`src/rtl/tester_test_ctrl.sv`:
```
`default_nettype none
// ============================================================================
//  Module   : tester_test_ctrl
//  Purpose  : Sequences one timed speed test across all tester ports.
//  Revision : 1.0 - initial release
// ============================================================================
module tester_test_ctrl #(
    parameter int CLK_FREQ_HZ  = 125000000,
    parameter int NUM_PORTS    = 4,
    parameter int DRAIN_CYCLES = 1024
) (
    input  logic                 clk,
    input  logic                 rst,
    input  logic                 cfg_start,
    input  logic                 cfg_stop,
    input  logic [12:0]          cfg_duration,
    input  logic [NUM_PORTS-1:0] port_enable,
    output logic                 busy,
    output logic [NUM_PORTS-1:0] gen_run,
    output logic                 stats_clear,
    output logic                 stats_freeze,
    output logic [12:0]          actual_duration,
    output logic                 done
);

    localparam int TICKS_PER_MS = CLK_FREQ_HZ / 1000;
    localparam int PW           = (TICKS_PER_MS > 1) ? $clog2(TICKS_PER_MS) : 1;
    localparam int DW           = $clog2(DRAIN_CYCLES + 1);

    localparam logic [PW-1:0] c_presc_max = PW'(TICKS_PER_MS - 1);
    localparam logic [DW-1:0] c_drain_max = DW'(DRAIN_CYCLES - 1);

    typedef enum logic [2:0] {
        S_IDLE  = 3'd0,
        S_CLEAR = 3'd1,
        S_RUN   = 3'd2,
        S_DRAIN = 3'd3,
        S_DONE  = 3'd4
    } state_t;

    state_t                 r_state;
    state_t                 w_state_next;
    logic [NUM_PORTS-1:0]   r_en_snap;
    logic [12:0]            r_dur;
    logic [PW-1:0]          r_presc;
    logic [12:0]            r_ms_count;
    logic [DW-1:0]          r_drain_cnt;
    logic [12:0]            r_meas;
    logic [12:0]            w_meas_next;
    logic [12:0]            w_ms_inc;
    logic                   w_wrap;
    logic                   w_accept;

    always_comb begin
        w_state_next = r_state;
        w_meas_next  = r_meas;
        w_ms_inc     = r_ms_count + 13'd1;
        w_wrap       = (r_state == S_RUN) && (r_presc == c_presc_max);
        w_accept     = (cfg_duration != 13'd0) && (port_enable != '0);

        case (r_state)
            S_IDLE: begin
                if (cfg_start) begin
                    if (w_accept) begin
                        w_state_next = S_CLEAR;
                    end else begin
                        w_state_next = S_DONE;
                        w_meas_next  = 13'd0;
                    end
                end
            end
            S_CLEAR: w_state_next = S_RUN;
            S_RUN: begin
                // The terminal wrap takes priority so a coincident stop still reports the full duration.
                if (w_wrap && (w_ms_inc == r_dur)) begin
                    w_state_next = S_DRAIN;
                    w_meas_next  = r_dur;
                end else if (cfg_stop) begin
                    w_state_next = S_DRAIN;
                    w_meas_next  = r_ms_count;
                end
            end
            S_DRAIN: begin
                if (r_drain_cnt == c_drain_max) begin
                    w_state_next = S_DONE;
                end
            end
            S_DONE:  w_state_next = S_IDLE;
            default: w_state_next = S_IDLE;
        endcase
    end

    always_ff @(posedge clk) begin
        if (rst) begin
            r_state         <= S_IDLE;
            r_en_snap       <= '0;
            r_dur           <= 13'd0;
            r_presc         <= '0;
            r_ms_count      <= 13'd0;
            r_drain_cnt     <= '0;
            r_meas          <= 13'd0;
            busy            <= 1'b0;
            gen_run         <= '0;
            stats_clear     <= 1'b0;
            stats_freeze    <= 1'b1;
            actual_duration <= 13'd0;
            done            <= 1'b0;
        end else begin
            r_state <= w_state_next;
            r_meas  <= w_meas_next;

            if ((r_state == S_IDLE) && cfg_start && w_accept) begin
                r_en_snap <= port_enable;
                r_dur     <= cfg_duration;
            end

            if (r_state == S_CLEAR) begin
                r_presc    <= '0;
                r_ms_count <= 13'd0;
            end else if (r_state == S_RUN) begin
                if (w_wrap) begin
                    r_presc    <= '0;
                    r_ms_count <= w_ms_inc;
                end else begin
                    r_presc <= r_presc + 1'b1;
                end
            end

            if (r_state == S_DRAIN) begin
                r_drain_cnt <= r_drain_cnt + 1'b1;
            end else begin
                r_drain_cnt <= '0;
            end

            // Outputs are registered from the next state so they line up with the state they describe.
            busy         <= (w_state_next == S_CLEAR) || (w_state_next == S_RUN) ||
                            (w_state_next == S_DRAIN);
            stats_freeze <= (w_state_next == S_IDLE) || (w_state_next == S_DONE);
            stats_clear  <= (w_state_next == S_CLEAR);
            gen_run      <= (w_state_next == S_RUN) ? r_en_snap : '0;
            done         <= (w_state_next == S_DONE);
            if (w_state_next == S_DONE) begin
                actual_duration <= w_meas_next;
            end
        end
    end

endmodule
`default_nettype wire

```
`config.mk`:
```
export PLATFORM = sky130hd
export DESIGN_NAME = tester_test_ctrl
export DESIGN_NICKNAME = d
export VERILOG_FILES = /design/src/rtl/tester_test_ctrl.sv
export SDC_FILE = /design/constraint.sdc
export NUM_CORES = 1
export LEC_CHECK = 0
export ABC_AREA = 1
export ABC_CLOCK_PERIOD_IN_PS = 2700
export BUFFER_PORTS_ARGS = -buffer_cell sky130_fd_sc_hd__buf_4
export CAP_MARGIN = 20
export CORE_AREA = 10 10 105 107
export DETAILED_ROUTE_END_ITERATION = 10
export DIE_AREA = 0 0 115 117
export PLACE_DENSITY = 0.83
export SYNTH_ARGS = -nofsm -noshare
export SYNTH_HDL_FRONTEND = slang
export SYNTH_SLANG_ARGS = --single-unit
```
`constraint.sdc`:
```
create_clock -name clk -period 2.7 [get_ports clk]
set_input_delay 0.135 -clock clk [delete_from_list [all_inputs] [get_ports clk]]
set_output_delay 0.135 -clock clk [all_outputs]
set_load 0.1 [all_outputs]
```
==> flow_summary.yaml <==
min_path:
  hold_start: "cfg_duration[3]"
  min_path_type: "in -> reg"
  holdPathStages: 3
  hold_end: "r_dur[3]"
worst_setup_path:
  required_ns: 2.96
  crit_chain: "ha_1, nand2_1, nor2_1, nand3_1, nor2_1, nand2_1, nor2_1, nand2_1, nor2_2, nand4_4, nand2_1, nand2_1, nand3_1, nor2_1"
  crit_cells: 14
  cpPeakStageDelay_ns: 0.40
  critPathMaxFanout: 14
  slowest_stage: "dfxtp_1"
  crit_family: "simple AND/OR/NAND/NOR gates"
  crit_type: "reg -> reg"
  r2r_slack_ns: 0.28
  reg2reg_depth: 14
  crit_buf_inv: 0
  critPathCaptureType: "register"
  crit_top_cell: "nand2_1"
  critPathArrivalTime_ns: 2.68
  r2r-end: "gen_run[2]"
  r2r_start: "r_presc[0]"
  worstSetupStartpointType: "register"
synthesis:
  synth.distinct_cells: 39
  synth-seq-cells: 95
  ys_warn_count: 0
  synth_flop_cell: "dfxtp_1"
  synth_enable_flop_cells: 0
  seq_area_frac_synth_pct: 39.26
  avgSynthCellArea_um2: 7.145
  netlist_area_um2: 4845
  async_reset_ff_share_pct: 0
  synth_cells: 678
  syn-num-nets: 702
routing:
  drtIter0Drc: 379
  detail_route.first_pass.iterations: 5
  vias_per_cell: 5.586
  ant_nets: 0
  wl_um: 12260
  wl_per_cell_um: 14.72
  drc: 0
  vias: 4653
sta:
  slew_headroom_pct: 55.67
  worst_pin_slew_ns: 0.6609
  min_period_over_period_pct: 89.65
  drv_slew: 0
  clock_skew_ns: 0.01312
  fin_crit_ns: 2.421
  whs_ns: 0.06558
  rsz0062_at_grt: "no"
  setup_viol: 0
  fmax_mhz: 413.1
  fin_ws_ns: 0.2795
  hold_viol_final: 0
  finalSetupTns_ns: 0
clock_network:
  cts.reportedPaths.clkPinSlew_ns: 0.11
  clk_path_buf_depth: 2
  clock_latency_ns: 0.37
  cts_tree: "yes"
  htreeDepth: 3
  cts_buffers: 9
  clock-root-buffer: "clkbuf_8"
  postCtsHoldBufs: 0
  cts_sinks: 95
grt:
  grt_max_degree: 32
  gr-usage-met2_pct: 33.37
  grtUsageTotal_pct: 18.44
  grt_pass1_wl_um: 20550
  antenna_found_initial: 0
  grt_pass1_vias: 4587
  grt_use_met3_pct: 3.619
  grt_most_used_layer: "met2"
  met1_usage_pct: 20.45
  gr-total-overflow: 0
floorplan:
  core_area_um2: 9021
  initial_core_util_pct: 53.70
  row_count: 35
  die_h_um: 117
  io_pins: 42
  die_width_um: 115
  fp.dieArea_um2: 13460
cells_and_area:
  fin_nets: 741
  syn_to_final_growth_pct: 13.43
  drive_gt1_share_pct: 17.45
  layout_commonest_cell: "nand2_1"
  seq_area_um2: 1902
  multi_input_area_um2: 2444
  design_area_um2: 5495
  final_cells: 833
  antenna_cells: 0
  mostFrequentLayoutCells: "nand2_1, dfxtp_1, inv_1, buf_4, nor2_1"
  fillCellCount: 823
run_status:
  status: "complete, no violations"
place:
  place_ws_ns: 0.2787
  hpwl_um: 9011
  place_inst: 815
  place_congestion: 0.8752
  io_buffers: 41
  placed_area_um2: 5230
power:
  irDropWorstVdd_mv: 0.2871
  power.leakage_nw: 2.274
  p_per_area_nw_per_um2: 567.8
job:
  cap_viol_max_count: 0
-- state kept, by name, summed over array words and instances, names as in the netlist, 3 cells and up --
| signal | flops |
|---|---|
| actual_duration | 13 |
| gen_run | 4 |
| r_drain_cnt | 11 |
| r_dur | 13 |
| r_en_snap | 4 |
| r_meas | 13 |
| r_ms_count | 13 |
| r_presc | 17 |
| r_state | 3 |
-- layout make-up --
class | count | share of cell area, %
inverter | 102 | 6.967
clock buffer | 9 | 2.254
multi-input combinational | 458 | 44.47
clock inverter | 7 | 1.981
tap | 111 | 2.527
sequential | 95 | 34.61
timing repair buffer | 51 | 7.195
-- worst max path at each step --
stage	start	to	slack, ns
after CTS	r_drain_cnt[0]	actual_duration[4]	0.23
after global routing	r_presc[0]	gen_run[0]	0.01
after global placement	r_ms_count[1]	actual_duration[1]	0.36
after detailed placement	r_ms_count[0]	actual_duration[1]	0.28
final	r_presc[0]	gen_run[2]	0.28
after floorplan	r_ms_count[0]	actual_duration[10]	0.67
-- per-layer routing --
metal	routed length (um)	vias up	part of all wire (%)
met3	596	30	4.9
li1	-	2311	-
met4	369	0	3.0
met1	4949	2186	40
met5	0	-	0
met2	6345	126	52
-- synthesized netlist by cell type (7+ instances only) --
| cell | instances | area [um2] |
|---|---|---|
| a21oi_1 | 34 | 170.2 |
| a31oi_1 | 16 | 100.1 |
| clkbuf_1 | 16 | 60.06 |
| dfxtp_1 | 95 | 1902 |
| inv_1 | 92 | 345.3 |
| inv_2 | 7 | 26.28 |
| nand2_1 | 148 | 555.5 |
| nand2_2 | 9 | 56.30 |
| nand3_1 | 44 | 220.2 |
| nand3_2 | 24 | 240.2 |
| nand4_1 | 24 | 150.1 |
| nor2_1 | 48 | 180.2 |
| nor2_4 | 8 | 90.09 |
| nor3_1 | 13 | 65.06 |
| o21ai_0 | 46 | 230.2 |
| o22ai_1 | 12 | 75.07 |
-- worst min-delay path: cells and delay by family --
kind	cells	cell delay, ns
AOI/OAI and AO/OA	2	0.17
buffers and inverters	1	0.08
-- power breakdown --
part	switching [mW]	internal [mW]	total (mW)	leakage, nW
clock network	0.551	0.543	1.09	0.118
registers	0.0345	1.46	1.50	0.771
logic	0.384	0.145	0.529	1.38
total	0.970	2.15	3.12	2.27
-- logic make-up (layout without fill, tap and decap cells) --
| logic type | Yosys count | after routing | share of synthesized area, % |
|---|---|---|---|
| adders and majority gates | 3 | 3 | 0.7749 |
| AOI/OAI and AO/OA | 116 | 116 | 13.15 |
| DFF | 95 | 95 | 39.26 |
| buffers and inverters | 125 | 169 | 10.41 |
| xor gates and xnor gates | 3 | 3 | 0.8265 |
| and+or+nand+nor | 336 | 336 | 35.59 |
-- timing repair --
action                     CTS  global route
setup endpoints to repair    0            13
setup buffers                0             2
resized for setup            0             1
-- metrics by stage --
step,util [%],total power [mW]
detailed placement,57.98,2.051
finish,60.92,3.120
CTS,60.55,3.131
global route,60.92,3.234
global placement,57.98,2.035
floorplan,-,1.910
No activity file was read; power rests on OpenSTA's default activity.
